==> config.mk <==
export PLATFORM = sky130hd
export DESIGN_NAME = reg_bank
export DESIGN_NICKNAME = d
export VERILOG_FILES = /design/src/rtl/reg_bank_pkg.sv /design/src/rtl/reg_bank_cell.sv /design/src/rtl/reg_bank.sv
export SDC_FILE = /design/constraint.sdc
export NUM_CORES = 1
export LEC_CHECK = 0
export BUFFER_PORTS_ARGS = -buffer_cell sky130_fd_sc_hd__buf_2
export CELL_PAD_IN_SITES_DETAIL_PLACEMENT = 1
export CELL_PAD_IN_SITES_GLOBAL_PLACEMENT = 1
export CORE_MARGIN = 5
export CORE_UTILIZATION = 51
export CTS_CLUSTER_DIAMETER = 50
export DETAILED_ROUTE_END_ITERATION = 10
export PLACE_DENSITY = 0.85
export SYNTH_ARGS = -nofsm -noshare
export SYNTH_HDL_FRONTEND = slang
export SYNTH_SLANG_ARGS = --single-unit
==> constraint.sdc <==
create_clock -name clk -period 15.95 [get_ports clk]
set_input_delay 2.3925 -clock clk [delete_from_list [all_inputs] [get_ports clk]]
set_output_delay 2.3925 -clock clk [all_outputs]
set_load 0.1 [all_outputs]
==> src/rtl/reg_bank_pkg.sv <==
// Shared constants and helpers for the reg_bank register file.
package reg_bank_pkg;

    localparam int DEF_WIDTH = 16;
    localparam int DEF_DEPTH = 8;

    // Bits needed to hold an occupancy value from 0 up to and including depth.
    function automatic int count_width(input int depth);
        return $clog2(depth + 1);
    endfunction

endpackage

==> src/rtl/reg_bank_cell.sv <==
// One storage entry of reg_bank: data register plus valid flag.
// Clear has priority over load; rst is asynchronous and active-high.
module reg_cell
    import reg_bank_pkg::*;
#(
    parameter int WIDTH = DEF_WIDTH
) (
    input  logic             clk,
    input  logic             rst,
    input  logic             load,
    input  logic             clear,
    input  logic [WIDTH-1:0] d,
    output logic [WIDTH-1:0] q,
    output logic             valid
);

    // NOTE: sequential state uses non-blocking assignments so every flop samples pre-edge values.
    always_ff @(posedge clk or posedge rst) begin
        if (rst) begin
            q     <= '0;
            valid <= 1'b0;
        end else if (clear) begin
            q     <= '0;
            valid <= 1'b0;
        end else if (load) begin
            q     <= d;
            valid <= 1'b1;
        end
    end

endmodule

==> src/rtl/reg_bank.sv <==
// Multi-entry register bank: one write port, two registered read ports, valid tracking.
// Optional build macro REG_BANK_BYPASS_EN enables write-through forwarding on both read ports.
module reg_bank
    import reg_bank_pkg::*;
#(
    parameter int  WIDTH = DEF_WIDTH,
    parameter int  DEPTH = DEF_DEPTH,
    localparam int AW    = $clog2(DEPTH),
    localparam int CW    = count_width(DEPTH)
) (
    input  logic             clk,
    input  logic             rst,
    input  logic             rin,
    input  logic [AW-1:0]    waddr,
    input  logic [WIDTH-1:0] Datain,
    input  logic             clr,
    input  logic             ren_a,
    input  logic [AW-1:0]    raddr_a,
    output logic [WIDTH-1:0] Dataout_a,
    output logic             valid_a,
    input  logic             ren_b,
    input  logic [AW-1:0]    raddr_b,
    output logic [WIDTH-1:0] Dataout_b,
    output logic             valid_b,
    output logic [CW-1:0]    count,
    output logic             full
);

    // The address space is padded to a power of two; slots past DEPTH read as zero/invalid
    // and never decode a write, which handles out-of-range addresses without compares.
    localparam int SLOTS = 2 ** AW;

    logic [WIDTH-1:0] q_pad [SLOTS];
    logic [SLOTS-1:0] v_pad;
    logic [SLOTS-1:0] ld_pad;

    for (genvar i = 0; i < SLOTS; i++) begin : g_slot
        if (i < DEPTH) begin : g_cell
            assign ld_pad[i] = rin && (waddr == AW'(i));
            reg_cell #(.WIDTH(WIDTH)) u_cell (
                .clk   (clk),
                .rst   (rst),
                .load  (ld_pad[i]),
                .clear (clr),
                .d     (Datain),
                .q     (q_pad[i]),
                .valid (v_pad[i])
            );
        end else begin : g_pad
            assign ld_pad[i] = 1'b0;
            assign q_pad[i]  = '0;
            assign v_pad[i]  = 1'b0;
        end
    end

    logic [WIDTH-1:0] rd_a, rd_b;
    logic             rv_a, rv_b;

    // NOTE: each always_comb output is given a value first on every path, so no latch is inferred.
    always_comb begin
        rd_a = q_pad[raddr_a];
        rv_a = v_pad[raddr_a];
        rd_b = q_pad[raddr_b];
        rv_b = v_pad[raddr_b];
`ifdef REG_BANK_BYPASS_EN
        if (clr) begin
            rd_a = '0;
            rv_a = 1'b0;
        end else if (ld_pad[raddr_a]) begin
            rd_a = Datain;
            rv_a = 1'b1;
        end
        if (clr) begin
            rd_b = '0;
            rv_b = 1'b0;
        end else if (ld_pad[raddr_b]) begin
            rd_b = Datain;
            rv_b = 1'b1;
        end
`endif
    end

    always_ff @(posedge clk or posedge rst) begin
        if (rst) begin
            Dataout_a <= '0;
            valid_a   <= 1'b0;
            Dataout_b <= '0;
            valid_b   <= 1'b0;
        end else begin
            if (ren_a) begin
                Dataout_a <= rd_a;
                valid_a   <= rv_a;
            end
            if (ren_b) begin
                Dataout_b <= rd_b;
                valid_b   <= rv_b;
            end
        end
    end

    // Occupancy only rises when an in-range write lands on an invalid entry, so it caps at DEPTH.
    logic wr_new;
    assign wr_new = |(ld_pad & ~v_pad);

    always_ff @(posedge clk or posedge rst) begin
        if (rst) begin
            count <= '0;
        end else if (clr) begin
            count <= '0;
        end else if (wr_new) begin
            count <= count + CW'(1);
        end
    end

    assign full = (count == CW'(DEPTH));

endmodule

* Yosys cells after proc, flatten, opt, wreduce, memory -nomap -nowiden
Index checks and enable logic that the tools add are counted.
** Operators by class
- Order comparisons :: 4
- Bitwise gates (word level) :: 4
- Mux-type cells :: 44
- Equal/unequal tests :: 8
- Reduce and logical (&&, ||, !) cells :: 19
- $add $sub $neg :: 1
** Operators by type and width (number)
- $mux W16 :: 20
- $bmux W16 S3 :: 2
- $mux W1 :: 18
- $reduce_bool A2 Y1 :: 9
- $eq A3 B3 Y1 const B :: 4
- $and A8 B8 Y8 :: 1
- $ge A4 B4 Y1 const B :: 2
- $logic_and A1 B1 Y1 :: 8
- $lt A3 B4 Y1 const B :: 2
- $mux W4 :: 2
- $not A3 Y4 :: 2
- $not A8 Y8 :: 1
- $reduce_or A8 Y1 :: 1
- $bmux W1 S3 :: 2
- $eq A3 B2 Y1 const B :: 2
- $add A4 B1 Y4 const B :: 1
- $eq A4 B4 Y1 const B :: 1
- $eq A3 B1 Y1 const B :: 1
- $logic_not A3 Y1 :: 1
** Storage, ports and cells
- Input port bits :: 31
- Output and inout port bits :: 39
- Bits in registers :: 174
- Logic and storage cells :: 101

* Longest topological paths before layout
Gate-level depths: netlist of run 1.
- Depth after elaboration :: 6
- Depth in mapped cells :: 7
- Mapped depth without buffers :: 5

* Hierarchy
Synthesis of run 1 repeated with hierarchy kept, for this count alone.
** Unflattened totals
- Cells, all modules :: 734
- Area total of the unflattened synthesis :: 9195.1 um2
** Modules (own cells, without submodules)
- reg_cell :: instances 8, area an instance 698.2 um2, sequential area each 425.4 um2, cells each 56
- reg_bank :: instances 1, area an instance 3609.7 um2, sequential area each 950.9 um2, cells each 286

* Worst setup path before layout of run 1
No wires, ideal clock.
- Path kind :: flip-flop to output port
- Start :: reg count[0]
- End :: out full
- Cell stages (with the launch flop) :: 5
- Slack :: 11132 ps
- Buffers on the path :: 0
- Required time :: 13558 ps
- Arrival :: 2426 ps
- Cells stage by stage :: dfrtp_1 inv_1 ha_1 nand2_1 nor2_1
** Between the ends
- Longest elaborated chain between the ends :: 1
** RTL lines
- from (decl) :: line reg_bank.sv:25 : output logic [CW-1:0] count,
- from (signal assigned) :: line reg_bank.sv:111 : count <= count + CW'(1);
- $eq A4 B4 Y1 :: line reg_bank.sv:115 : assign full = (count == CW'(DEPTH));
- to (decl) :: line reg_bank.sv:26 : output logic full
Every way passes these cells.

* Worst setup path in the final report of run 1
- Start :: in waddr[0]
- End :: reg g_slot[7].g_cell.u_cell.q[6]
** Between the ends
- Longest elaborated chain between the ends :: 3
** RTL lines
- from (decl) :: line reg_bank.sv:14 : input logic [AW-1:0] waddr,
- $eq A3 B3 Y1 :: line reg_bank.sv:39 : assign ld_pad[i] = rin && (waddr == AW'(i));
- $logic_and A1 B1 Y1 :: line reg_bank.sv:39
- $reduce_bool A2 Y1 (no source line)
- to (signal assigned) :: line reg_bank_cell.sv:20 : q <= '0;
- to (signal assigned) :: line reg_bank_cell.sv:23 : q <= '0;
- to (signal assigned) :: line reg_bank_cell.sv:26 : q <= d;
- to (decl) :: line reg_bank_cell.sv:13 : output logic [WIDTH-1:0] q,
Every way passes these cells.
A chain may end at the register's enable or synchronous reset.

==> results of run 1 <==
-- cells in the mapped netlist --
cell,instances
sky130_fd_sc_hd__a21boi_2,1
sky130_fd_sc_hd__a21oi_1,163
sky130_fd_sc_hd__a21oi_2,2
sky130_fd_sc_hd__a32o_1,1
sky130_fd_sc_hd__and2_4,1
sky130_fd_sc_hd__buf_1,5
sky130_fd_sc_hd__buf_2,34
sky130_fd_sc_hd__buf_4,10
sky130_fd_sc_hd__buf_6,2
sky130_fd_sc_hd__clkbuf_1,30
sky130_fd_sc_hd__dfrtp_1,174
sky130_fd_sc_hd__ha_1,2
sky130_fd_sc_hd__inv_1,4
sky130_fd_sc_hd__mux2_2,1
sky130_fd_sc_hd__mux2_4,3
sky130_fd_sc_hd__mux2i_1,34
sky130_fd_sc_hd__mux4_2,68
sky130_fd_sc_hd__nand2_1,261
sky130_fd_sc_hd__nand2_2,1
sky130_fd_sc_hd__nand2b_1,2
sky130_fd_sc_hd__nand2b_2,1
sky130_fd_sc_hd__nand3_1,5
sky130_fd_sc_hd__nand4_1,1
sky130_fd_sc_hd__nand4b_1,1
sky130_fd_sc_hd__nor2_1,54
sky130_fd_sc_hd__nor2_2,6
sky130_fd_sc_hd__nor2_4,1
sky130_fd_sc_hd__nor2b_1,5
sky130_fd_sc_hd__nor3_2,2
sky130_fd_sc_hd__nor3_4,1
sky130_fd_sc_hd__nor3b_1,1
sky130_fd_sc_hd__nor4b_2,1
sky130_fd_sc_hd__o21ai_0,1
sky130_fd_sc_hd__o22ai_2,1
sky130_fd_sc_hd__o31ai_4,1
sky130_fd_sc_hd__or2b_4,1
-- logic make-up (layout without fill, tap and decap cells) --
logic type,Yosys count,after routing,share of synthesized area
AOI/OAI and AO/OA,170,170,0.0990
adders and majority gates,2,2,0.00277
buffers and inverters,85,110,0.0459
DFF,174,174,0.483
muxes,106,106,0.214
other,0,1,0
and+or+nand+nor,345,345,0.156
-- path summary, 6_finish.rpt --
check	from	end	slack (ps)	cells after the start
min in group asynchronous	rst	g_slot[0].g_cell.u_cell.q[11]	2170	2
hold / removal	Dataout_a[2]	Dataout_a[2]	530	2
hold reg to reg	Dataout_a[2]	Dataout_a[2]	530	2
setup reg to reg	g_slot[7].g_cell.u_cell.valid	count[2]	14240	5
setup / recovery	waddr[0]	g_slot[7].g_cell.u_cell.q[6]	11880	4
max in group asynchronous	rst	g_slot[3].g_cell.u_cell.q[9]	12240	3
-- power groups by stage --
stage | combinational (mW) | clock [mW] | sequential [mW]
global route | 0.170 | 0.455 | 0.471
floorplan | 0.0717 | 0 | 0.528
CTS | 0.162 | 0.435 | 0.469
global placement | 0.157 | 0 | 0.475
detailed placement | 0.160 | 0 | 0.477
finish | 0.162 | 0.435 | 0.470
-- area by class of cell --
cell class                 instances  area [µm²]
clock buffer                      21         460
timing repair buffer              74         385
fill                            1920        7450
antenna                            1        2.50
tap                              225         282
clock inverter                    11         140
multi-input combinational        623        4260
inverter                           4        20.0
sequential                       174        4350
-- worst register-to-register path, delay by kind of cell (launching register included) --
kind	cells	cell delay, ps
DFF	1	420
AOI/OAI and AO/OA	2	310
and+or+nand+nor	1	290
muxes	2	580
-- sequential cells by signal, summed over array words and instances, names as in the netlist --
signal	cells
valid_a	1
g_slot.g_cell.u_cell.valid	8
g_slot.g_cell.u_cell.q	128
Dataout_b	16
valid_b	1
count	4
Dataout_a	16
-- layer usage --
metal | vias to the layer above | global-route usage
met5 | - | 0
met4 | 0 | 0.141
met3 | 92 | 0.0666
met2 | 399 | 0.506
met1 | 3852 | 0.400
li1 | 3051 | -
==> load_flow_metrics.sql, run 1 <==
INSERT INTO impl_metrics (metric_group, metric, value, unit) VALUES
('outcome', 'status', 'finished clean', ''),
('detailed_routing', 'drt-total-wl', '30500', 'µm'),
('power_and_ir_drop', 'seqPwrFrac', '0.440', ''),
('clock_tree', 'cts_tree', 'done', ''),
('worst_setup_path', 'critical-path-max-stage-delay', '1100', 'ps'),
('power_and_ir_drop', 'p_sw_frac', '0.301', ''),
('yosys', 'ys_ff_latch', '174', ''),
('worst_setup_path', 'critical_path.startpoint_type', 'input pin', ''),
('worst_setup_path', 'timing.critical_path.required', '16220', 'ps'),
('detailed_routing', 'detail_route.iter0.violations', '764', ''),
('layout', 'post-route-cell-area', '9910', 'µm²'),
('detailed_routing', 'antenna_violating_nets_post_route', '0', ''),
('clock_tree', 'clk_root_buffer_cell', 'sky130_fd_sc_hd__clkbuf_16', ''),
('worst_setup_path', 'critical_path.cell_chain', 'buf_2, nand4_1, nand2_1, a21oi_1', ''),
('placed_design', 'dp_hpwl', '17000', 'µm'),
('clock_tree', 'number_of_sinks_driven_by_the_clock_tree', '174', ''),
('yosys', 'postSynthNetCount', '915', ''),
('layout', 'drive_above_1_share', '0.217', ''),
('sta', 'setup_ws', '11880', 'ps'),
('yosys', 'synth_largest_area_cell', 'sky130_fd_sc_hd__dfrtp_1', ''),
('layout', 'final_cell_mix', '261 x sky130_fd_sc_hd__nand2_1, 174 x sky130_fd_sc_hd__dfrtp_1, 163 x sky130_fd_sc_hd__a21oi_1', ''),
('worst_setup_path', 'timing.critical_path.to_type', 'register', ''),
('die', 'ios', '70', ''),
('sta', 'rsz0062_at_grt', 'no', ''),
('grt', 'grt_start_max_net_pins', '107', ''),
('sta', 'final.setup_skew', '8.45', 'ps'),
('yosys', 'netlist-cell-type-count', '36', ''),
('clock_tree', 'cts.reportedPaths.clkPinSlew', '70', 'ps'),
('worst_setup_path', 'critical_path_class', 'input pin to register', ''),
('grt', 'first_global_vias', '8062', ''),
('power_and_ir_drop', 'p_clk_frac', '0.408', ''),
('sta', 'timing_worst_slew_pin_value', '1330', 'ps'),
('sta', 'fin_crit_sh', '0.255', ''),
('die', 'die_h', '143', 'µm'),
('sta', 'slew_violations', '0', ''),
('worst_setup_path', 'critical-path-top-delay-family', 'simple AND/OR/NAND/NOR gates', ''),
('clock_tree', 'post_cts_resized', '0', ''),
('placed_design', 'placement.cell_area', '9300', 'µm²'),
('die', 'fp.coreArea', '17400', 'µm²'),
('layout', 'layout.cells.most_common', 'sky130_fd_sc_hd__nand2_1', ''),
('worst_setup_path', 'crit_buf_inv', '1', ''),
('clock_tree', 'cts.path.max_buffers', '2', ''),
('power_and_ir_drop', 'vdd_ir_drop_max', '0.0677', 'mV'),
('clock_tree', 'post-cts-setup-buffers', '0', ''),
('yosys', 'synth_cells', '882', ''),
('sta', 'whs', '527', 'ps'),
('detailed_routing', 'post-route-drc-count', '0', ''),
('power_and_ir_drop', 'p_per_area', '108', 'nW/µm²'),
('worst_hold_path', 'min_path_type', 'register to register', ''),
('die', 'fp.dieArea', '20500', 'µm²'),
('detailed_routing', 'via_count_of_the_routed_design', '7394', ''),
('power_and_ir_drop', 'post-layout-total-power', '1.07', 'mW'),
('die', 'initial_utilization', '0.520', ''),
('layout', 'final_nets', '927', ''),
('sta', 'timing.fmax', '246', 'MHz'),
('sta', 'post-route-min-period', '4070', 'ps'),
('yosys', 'synth.yosys.warnings', '0', ''),
('clock_tree', 'cts_hold_buffers', '0', ''),
('placed_design', 'portBuffers', '69', ''),
('layout', 'layout-area-overhead-vs-synth', '9.78', '%'),
('clock_tree', 'tritoncts.num_buffers', '17', ''),
('detailed_routing', 'met3_wirelength', '2280', 'µm'),
('power_and_ir_drop', 'p_comb_frac', '0.152', ''),
('yosys', 'register_area_share_after_synthesis', '0.483', ''),
('yosys', 'syn_avg_cell_area', '10.2', 'µm²'),
('placed_design', 'finalWeightedCongestion', '0.829', ''),
('worst_setup_path', 'worst_ep_arrival_time', '4340', 'ps'),
('placed_design', 'post-place-ws', '11570', 'ps'),
('detailed_routing', 'post_route_met1_wirelength', '11900', 'µm'),
('grt', 'grt_util_all_layers', '0.310', ''),
('grt', 'globalRoute.totalOverflow', '0', '');
No activity file was read; power rests on OpenSTA's default activity.
==> inputs of run 2 (changes only) <==
--- a/config.mk
+++ b/config.mk
@@ -5,14 +5,15 @@
 export SDC_FILE = /design/constraint.sdc
 export NUM_CORES = 1
 export LEC_CHECK = 0
+export ABC_AREA = 1
 export BUFFER_PORTS_ARGS = -buffer_cell sky130_fd_sc_hd__buf_2
 export CELL_PAD_IN_SITES_DETAIL_PLACEMENT = 1
 export CELL_PAD_IN_SITES_GLOBAL_PLACEMENT = 1
 export CORE_MARGIN = 5
-export CORE_UTILIZATION = 51
+export CORE_UTILIZATION = 45
 export CTS_CLUSTER_DIAMETER = 50
 export DETAILED_ROUTE_END_ITERATION = 10
-export PLACE_DENSITY = 0.85
+export PLACE_DENSITY = 0.79
 export SYNTH_ARGS = -nofsm -noshare
 export SYNTH_HDL_FRONTEND = slang
 export SYNTH_SLANG_ARGS = --single-unit
==> constraint.sdc (replaced) <==
create_clock -name clk -period 4.27 [get_ports clk]
set_input_delay 0.6405 -clock clk [delete_from_list [all_inputs] [get_ports clk]]
set_output_delay 0.6405 -clock clk [all_outputs]
set_load 0.1 [all_outputs]
==> load_flow_metrics.sql, run 2 <==
INSERT INTO impl_metrics (metric_group, metric, value, unit) VALUES
('worst_setup_path', 'crit_path_top_delay_cell', 'sky130_fd_sc_hd__inv_2', ''),
('placed_design', 'portBuffers', '69', ''),
('clock_tree', 'cts_tree', 'done', ''),
('power_and_ir_drop', 'vdd_ir_drop_max', '0.265', 'mV'),
('clock_tree', 'cts.path.max_buffers', '2', ''),
('sta', 'slew_violations', '0', ''),
('layout', 'final_cell_mix', '289 x sky130_fd_sc_hd__nand2_1, 174 x sky130_fd_sc_hd__dfrtp_1, 145 x sky130_fd_sc_hd__nand3_1', ''),
('clock_tree', 'tritoncts.num_buffers', '17', ''),
('placed_design', 'finalWeightedCongestion', '0.794', ''),
('yosys', 'netlist-cell-type-count', '29', ''),
('detailed_routing', 'via_count_of_the_routed_design', '8271', ''),
('sta', 'timing.fmax', '412', 'MHz'),
('flow_run', 'maxCapViolCount', '0', ''),
('sta', 'final.setup_skew', '11.3', 'ps'),
('power_and_ir_drop', 'p_comb_frac', '0.216', ''),
('yosys', 'register_area_share_after_synthesis', '0.471', ''),
('placed_design', 'placement.cell_area', '9620', 'µm²'),
('yosys', 'synth_flop_cell', 'sky130_fd_sc_hd__dfrtp_1', ''),
('detailed_routing', 'drt-total-wl', '30000', 'µm'),
('worst_setup_path', 'critical-path-max-stage-delay', '780', 'ps'),
('sta', 'post-route-min-period', '2430', 'ps'),
('worst_setup_path', 'critical_path_class', 'input pin to register', ''),
('sta', 'timing.slew.headroom', '0.360', ''),
('clock_tree', 'cts_htree_levels', '4', ''),
('grt', 'globalRoute.totalOverflow', '0', ''),
('power_and_ir_drop', 'p_sw', '1.54', 'mW'),
('sta', 'timing_worst_slew_pin_value', '958', 'ps'),
('worst_setup_path', 'timing.critical_path.to_type', 'register', ''),
('yosys', 'synth_top_family_by_area', 'simple AND/OR/NAND/NOR gates', ''),
('sta', 'report.final.hold_viol_count', '0', ''),
('grt', 'first_global_vias', '8677', ''),
('clock_tree', 'cts.reportedPaths.clkPinSlew', '70', 'ps'),
('die', 'row_count', '52', ''),
('layout', 'largest_register', 'g_slot.g_cell.u_cell.q', ''),
('sta', 'fin_crit_sh', '0.569', ''),
('yosys', 'postSynthNetCount', '1185', ''),
('layout', 'layout.cells.most_common', 'sky130_fd_sc_hd__nand2_1', ''),
('die', 'fp.coreArea', '20200', 'µm²'),
('power_and_ir_drop', 'p_clk_frac', '0.380', ''),
('grt', 'grt_start_max_net_pins', '121', ''),
('yosys', 'yosysMostFrequentCell', 'sky130_fd_sc_hd__nand2_1', ''),
('power_and_ir_drop', 'post-layout-total-power', '4.56', 'mW'),
('worst_setup_path', 'critical_path.cell_chain', 'buf_2, inv_2, nand2_2, o21ai_0', ''),
('sta', 'final-setup-viol-count', '0', ''),
('power_and_ir_drop', 'p_sw_frac', '0.337', ''),
('layout', 'reg_top3', 'g_slot.g_cell.u_cell.q (128), Dataout_a (16), Dataout_b (16)', ''),
('yosys', 'yosysTopAreaCellShare', '0.471', ''),
('sta', 'rsz0062_at_grt', 'no', ''),
('layout', 'drive_above_1_share', '0.141', ''),
('die', 'fp.dieArea', '23500', 'µm²'),
('layout', 'layout-area-overhead-vs-synth', '11.0', '%'),
('yosys', 'ys_ff_latch', '174', ''),
('power_and_ir_drop', 'seqPwrFrac', '0.403', ''),
('worst_setup_path', 'worst_ep_arrival_time', '2750', 'ps'),
('detailed_routing', 'avgRoutedWirePerCell', '20.7', 'µm'),
('worst_hold_path', 'min_path_type', 'input pin to async pin', ''),
('power_and_ir_drop', 'cellLeakagePower', '5.03', 'nW'),
('clock_tree', 'number_of_sinks_driven_by_the_clock_tree', '174', ''),
('outcome', 'status', 'finished clean', ''),
('yosys', 'synth.yosys.warnings', '0', ''),
('clock_tree', 'post-cts-setup-buffers', '0', ''),
('yosys', 'synth_commonest_cells', '289 x sky130_fd_sc_hd__nand2_1, 174 x sky130_fd_sc_hd__dfrtp_1, 145 x sky130_fd_sc_hd__nand3_1', ''),
('grt', 'grt_pass1_wl', '47700', 'µm'),
('sta', 'setup-tns-final', '0', 'ps'),
('die', 'die_h', '153', 'µm'),
('yosys', 'number_of_enable_type_register_cells_in_the_synthesized_netlist', '0', ''),
('detailed_routing', 'detailedRoute.firstPassIterationCount', '5', ''),
('clock_tree', 'clk_root_buffer_cell', 'sky130_fd_sc_hd__clkbuf_16', ''),
('layout', 'post-route-cell-area', '10300', 'µm²'),
('layout', 'insertedDiodeCount', '0', ''),
('power_and_ir_drop', 'p_per_area', '445', 'nW/µm²'),
('layout', 'flip_flop_count_of_the_largest_register_after_layout', '128', ''),
('power_and_ir_drop', 'internal_power', '3.02', 'mW'),
('layout', 'multi_input_comb_area', '4080', 'µm²'),
('detailed_routing', 'post-route-drc-count', '0', ''),
('layout', 'nFillCells', '2467', ''),
('yosys', 'synthMuxAreaShare', '0.0471', ''),
('yosys', 'synthXorXnorAreaFrac', '0.00189', ''),
('yosys', 'syn_avg_cell_area', '8.03', 'µm²'),
('clock_tree', 'insertion_delay', '440', 'ps'),
('yosys', 'yosys.area_share.simple', '0.221', ''),
('grt', 'grt_util_all_layers', '0.257', ''),
('placed_design', 'dp_hpwl', '18500', 'µm'),
('worst_setup_path', 'maximum_fanout_along_the_worst_path', '40', ''),
('yosys', 'synth_largest_area_cell', 'sky130_fd_sc_hd__dfrtp_1', ''),
('yosys', 'yosys-top-cells-area', 'sky130_fd_sc_hd__dfrtp_1 47%, sky130_fd_sc_hd__nand2_1 12%, sky130_fd_sc_hd__nand3_1 7.8%', ''),
('clock_tree', 'cts_hold_buffers', '0', ''),
('layout', 'final_core_utilization', '0.507', ''),
('yosys', 'synthArstFlopShare', '1.00', ''),
('yosys', 'synth-adder-area-share', '0.00271', ''),
('detailed_routing', 'route.detailed.vias_per_inst', '5.70', ''),
('layout', 'register_area', '4350', 'µm²'),
('yosys', 'syn-cell-area', '9250', 'µm²'),
('die', 'fp.dieW', '153', 'µm'),
('detailed_routing', 'detail_route.iter0.violations', '588', ''),
('die', 'initial_utilization', '0.457', ''),
('die', 'ios', '70', ''),
('worst_setup_path', 'timing.critical_path.required', '4600', 'ps'),
('yosys', 'synth_cells', '1152', ''),
('layout', 'final_nets', '1202', ''),
('clock_tree', 'post_cts_resized', '0', ''),
('worst_setup_path', 'critical_path.startpoint_type', 'input pin', ''),
('yosys', 'synth_compound_area_frac', '0.168', ''),
('detailed_routing', 'antenna_violating_nets_post_route', '0', ''),
('grt', 'antenna_found_initial', '0', '');
-- run 2: cell count changes after synthesis, sizes merged, moves of 34 or more --
cell	delta
o211ai	+68
a21oi	-89
mux4	-68
nand2	+37
o21ai	+131
inv	+98
nand3	+141
mux2i	-34
-- run 2: per-stage QoR --
step | instances | setup WS, ps | hold WS (ps)
detailed placement | 1420 | 1390 | 460
finish | 1452 | 1840 | 388
global route | 1452 | 1690 | 457
global placement | 1420 | 1520 | 458
floorplan | 1152 | 1230 | 492
CTS | 1452 | 1860 | 451
-- run 2: worst max-delay path: cells and delay by family --
kind,cells,cell delay (ps)
AND/OR/NAND/NOR,1,650
AO/OA/AOI/OAI,1,380
buffers and inverters,2,1060
-- run 2: area by class of cell --
type                       count  share of cell area
timing repair buffer          80              0.0434
clock inverter                15              0.0213
inverter                     106              0.0391
sequential                   174               0.424
clock buffer                  17              0.0414
tap                          270              0.0329
multi-input combinational    790               0.398
-- run 2: metal layers --
layer | wire, µm | part of all wire | up-vias | track usage
met1 | 12900 | 0.43 | 4168 | 0.328
met2 | 15100 | 0.50 | 181 | 0.449
met3 | 1020 | 0.034 | 52 | 0.0314
li1 | - | - | 3870 | -
met4 | 979 | 0.033 | 0 | 0.0976
met5 | 0 | 0 | - | 0
-- run 2: cell families (layout without fill, tap and decap cells) --
kind of cell,Yosys count,in the layout
compound gates,276,276
xor+xnor,2,2
fa+ha+maj,2,2
buf+inv,188,218
flops,174,174
mux,32,32
simple gates,478,478
-- run 2: power groups by stage --
stage               combinational (mW)  clock (mW)  sequential [mW]
global route                      1.06        1.83             1.86
finish                           0.986        1.74             1.84
CTS                              0.993        1.76             1.84
floorplan                        0.428           0             2.20
detailed placement               0.985           0             1.87
global placement                 0.964           0             1.86
-- run 2: path summary, 6_finish.rpt --
check	startpoint	endpoint	slack (ps)	cells after the start
worst min register to register	Dataout_b[8]	Dataout_b[8]	470	2
max in group asynchronous	rst	valid_b	3290	3
worst min-delay path	rst	g_slot[7].g_cell.u_cell.q[3]	390	3
worst max register to register	g_slot[1].g_cell.u_cell.valid	valid_a	2970	6
min in group clk	Dataout_b[8]	Dataout_b[8]	470	2
worst max-delay path	clr	g_slot[5].g_cell.u_cell.q[2]	1840	4
==> inputs of run 3 (changes only) <==
--- a/config.mk
+++ b/config.mk
@@ -5,15 +5,15 @@
 export SDC_FILE = /design/constraint.sdc
 export NUM_CORES = 1
 export LEC_CHECK = 0
-export ABC_AREA = 1
+export ABC_AREA = 0
 export BUFFER_PORTS_ARGS = -buffer_cell sky130_fd_sc_hd__buf_2
 export CELL_PAD_IN_SITES_DETAIL_PLACEMENT = 1
 export CELL_PAD_IN_SITES_GLOBAL_PLACEMENT = 1
 export CORE_MARGIN = 5
-export CORE_UTILIZATION = 45
+export CORE_UTILIZATION = 48
 export CTS_CLUSTER_DIAMETER = 50
 export DETAILED_ROUTE_END_ITERATION = 10
-export PLACE_DENSITY = 0.79
+export PLACE_DENSITY = 0.8
 export SYNTH_ARGS = -nofsm -noshare
 export SYNTH_HDL_FRONTEND = slang
 export SYNTH_SLANG_ARGS = --single-unit
==> constraint.sdc (replaced) <==
create_clock -name clk -period 2.25 [get_ports clk]
set_input_delay 0.3375 -clock clk [delete_from_list [all_inputs] [get_ports clk]]
set_output_delay 0.3375 -clock clk [all_outputs]
set_load 0.1 [all_outputs]
==> load_flow_metrics.sql, run 3 (synthesis gave the netlist of run 1 again) <==
INSERT INTO impl_metrics (metric_group, metric, value, unit) VALUES
('layout', 'layout.cells.most_common', 'sky130_fd_sc_hd__nand2_1', ''),
('sta', 'fin_crit_sh', '0.897', ''),
('worst_setup_path', 'timing.critical_path.required', '1910', 'ps'),
('detailed_routing', 'detail_route.iter0.violations', '616', ''),
('worst_hold_path', 'whs_path_depth', '3', ''),
('worst_setup_path', 'timing.reg2reg.setup_slack', '610', 'ps'),
('sta', 'report.final.hold_viol_count', '0', ''),
('grt', 'grt_start_max_net_pins', '70', ''),
('clock_tree', 'cts_htree_levels', '4', ''),
('worst_setup_path', 'timing.critical_path.to_type', 'output pin', ''),
('clock_tree', 'number_of_sinks_driven_by_the_clock_tree', '174', ''),
('clock_tree', 'tritoncts.num_buffers', '17', ''),
('clock_tree', 'post-cts-setup-buffers', '0', ''),
('sta', 'rsz0062_at_grt', 'no', ''),
('power_and_ir_drop', 'cellLeakagePower', '4.36', 'nW'),
('sta', 'post-route-min-period', '2020', 'ps'),
('layout', 'layout-area-overhead-vs-synth', '13.9', '%'),
('die', 'fp.coreArea', '18600', 'µm²'),
('detailed_routing', 'via_count_of_the_routed_design', '7332', ''),
('flow_run', 'maxCapViolCount', '0', ''),
('clock_tree', 'cts.reportedPaths.clkPinSlew', '60', 'ps'),
('die', 'die_h', '147', 'µm'),
('layout', 'nFillCells', '2052', ''),
('layout', 'reg_top3', 'g_slot.g_cell.u_cell.q (128), Dataout_a (16), Dataout_b (16)', ''),
('sta', 'final.setup_skew', '6.24', 'ps'),
('detailed_routing', 'antenna_violating_nets_post_route', '0', ''),
('layout', 'final_nets', '958', ''),
('worst_setup_path', 'worst_ep_arrival_time', '1680', 'ps'),
('layout', 'drive_above_1_share', '0.240', ''),
('placed_design', 'dp_hpwl', '18600', 'µm'),
('die', 'ios', '70', ''),
('die', 'initial_utilization', '0.486', ''),
('layout', 'flip_flop_count_of_the_largest_register_after_layout', '128', ''),
('layout', 'final_cell_mix', '261 x sky130_fd_sc_hd__nand2_1, 174 x sky130_fd_sc_hd__dfrtp_1, 163 x sky130_fd_sc_hd__a21oi_1', ''),
('grt', 'antenna_found_initial', '2', ''),
('layout', 'largest_register', 'g_slot.g_cell.u_cell.q', ''),
('detailed_routing', 'detailedRoute.firstPassIterationCount', '5', ''),
('sta', 'timing.slew.headroom', '0.530', ''),
('outcome', 'status', 'finished clean', ''),
('worst_setup_path', 'critical_path.reg2reg.endpoint', 'count[3]', ''),
('sta', 'whs', '225', 'ps'),
('sta', 'final-setup-viol-count', '0', ''),
('worst_setup_path', 'reg2regPathDepth', '5', ''),
('die', 'row_count', '50', ''),
('sta', 'slew_violations', '0', ''),
('placed_design', 'portBuffers', '69', ''),
('worst_setup_path', 'critical_path_class', 'register to output pin', ''),
('clock_tree', 'cts_hold_buffers', '1', ''),
('power_and_ir_drop', 'p_per_area', '736', 'nW/µm²'),
('detailed_routing', 'route.detailed.vias_per_inst', '6.26', ''),
('sta', 'timing_worst_slew_pin_value', '705', 'ps'),
('clock_tree', 'insertion_delay', '430', 'ps'),
('clock_tree', 'post_cts_resized', '0', ''),
('worst_hold_path', 'worst_hold_start', 'Datain[7]', ''),
('worst_setup_path', 'r2r_start', 'g_slot[7].g_cell.u_cell.valid', ''),
('die', 'fp.dieArea', '21600', 'µm²'),
('grt', 'globalRoute.totalOverflow', '0', ''),
('worst_setup_path', 'critical_path.startpoint_type', 'register', ''),
('layout', 'final_core_utilization', '0.553', ''),
('power_and_ir_drop', 'vdd_ir_drop_max', '0.384', 'mV'),
('grt', 'grt_pass1_wl', '46200', 'µm'),
('worst_setup_path', 'critical-path-top-delay-family', 'buffers and inverters', ''),
('detailed_routing', 'post-route-drc-count', '0', ''),
('placed_design', 'finalWeightedCongestion', '0.815', ''),
('layout', 'layout.cells.non_filler', '1172', ''),
('detailed_routing', 'avgRoutedWirePerCell', '24.9', 'µm'),
('grt', 'grt_util_all_layers', '0.280', ''),
('sta', 'timing.fmax', '495', 'MHz'),
('detailed_routing', 'drt-total-wl', '29200', 'µm'),
('grt', 'first_global_vias', '8039', ''),
('die', 'fp.dieW', '147', 'µm'),
('clock_tree', 'clk_root_buffer_cell', 'sky130_fd_sc_hd__clkbuf_16', ''),
('worst_setup_path', 'critical_path.cell_chain', 'inv_1, ha_1, nand2_1, nor2_4, buf_2', ''),
('worst_setup_path', 'crit_buf_inv', '2', ''),
('worst_setup_path', 'crit_path_top_delay_cell', 'sky130_fd_sc_hd__dfrtp_1', ''),
('clock_tree', 'cts.path.max_buffers', '2', ''),
('clock_tree', 'cts_tree', 'done', ''),
('worst_hold_path', 'min_path_type', 'input pin to register', ''),
('placed_design', 'place.detailed.instances', '1139', ''),
('worst_setup_path', 'critical-path-max-stage-delay', '430', 'ps'),
('worst_hold_path', 'worstHoldEndpoint', 'g_slot[1].g_cell.u_cell.q[7]', ''),
('worst_setup_path', 'maximum_fanout_along_the_worst_path', '5', '');
[run 3: changes by cell type in the layout (fill, tap and decap cells not counted), sizes merged, moves of 34 or more]
cell / previous run / this run
a21oi: 76 / 165
inv: 102 / 3
mux2i: 0 / 34
mux4: 0 / 68
nand2: 299 / 262
nand3: 146 / 5
o211ai: 68 / 0
o21ai: 132 / 1
[run 3: worst register-to-register path, cell delays in order, from the launching register on]
cell and delay (ps):
sky130_fd_sc_hd__dfrtp_1 430, sky130_fd_sc_hd__mux2_2 280, sky130_fd_sc_hd__nor3b_1 240, sky130_fd_sc_hd__a21oi_2 100
sky130_fd_sc_hd__a21oi_2 170, sky130_fd_sc_hd__mux2_4 310
[run 3: through the flow]
| step | TNS (ps) | total power, mW | instance area [µm²] | setup WS (ps) |
|---|---|---|---|---|
| after CTS | 0 | 7.60 | 10300 | 210 |
| after global placement | 0 | 4.53 | 9660 | 335 |
| after floorplan | -54320 | 4.25 | 9030 | -312 |
| after detailed placement | 0 | 4.56 | 9660 | 289 |
| final | 0 | 7.57 | 10300 | 231 |
| after global routing | 0 | 7.80 | 10300 | 152 |
[run 3: report_power, final]
part | leakage (nW) | internal, mW | switching [mW]
registers | 2.36 | 3.23 | 0.0805
logic | 1.71 | 0.300 | 0.895
clock network | 0.292 | 1.85 | 1.21
[run 3: final cells by class]
cell class                 instances  area [µm²]  share of cell area
sequential                       174        4350               0.424
multi-input combinational        623        4260               0.415
timing repair buffer             105         746              0.0726
clock buffer                      24         492              0.0478
tap                              234         293              0.0285
clock inverter                     6         108              0.0105
inverter                           4        18.8             0.00183
antenna                            2        5.00            0.000487
[run 3: worst max-delay path by stage]
stage	startpoint	to	cells past startpoint
floorplan	rst	Dataout_a[0]	1
global placement	waddr[0]	count[2]	6
detailed placement	waddr[0]	count[3]	6
CTS	count[0]	full	5
global route	count[1]	full	5
finish	count[0]	full	5
[run 3: per-layer routing]
metal | vias up | part of all wire | global-route usage
li1 | 3121 | - | -
met1 | 3804 | 0.39 | 0.349
met4 | 0 | 0.040 | 0.142
met3 | 100 | 0.059 | 0.0413
met2 | 307 | 0.51 | 0.477
met5 | - | 0 | 0
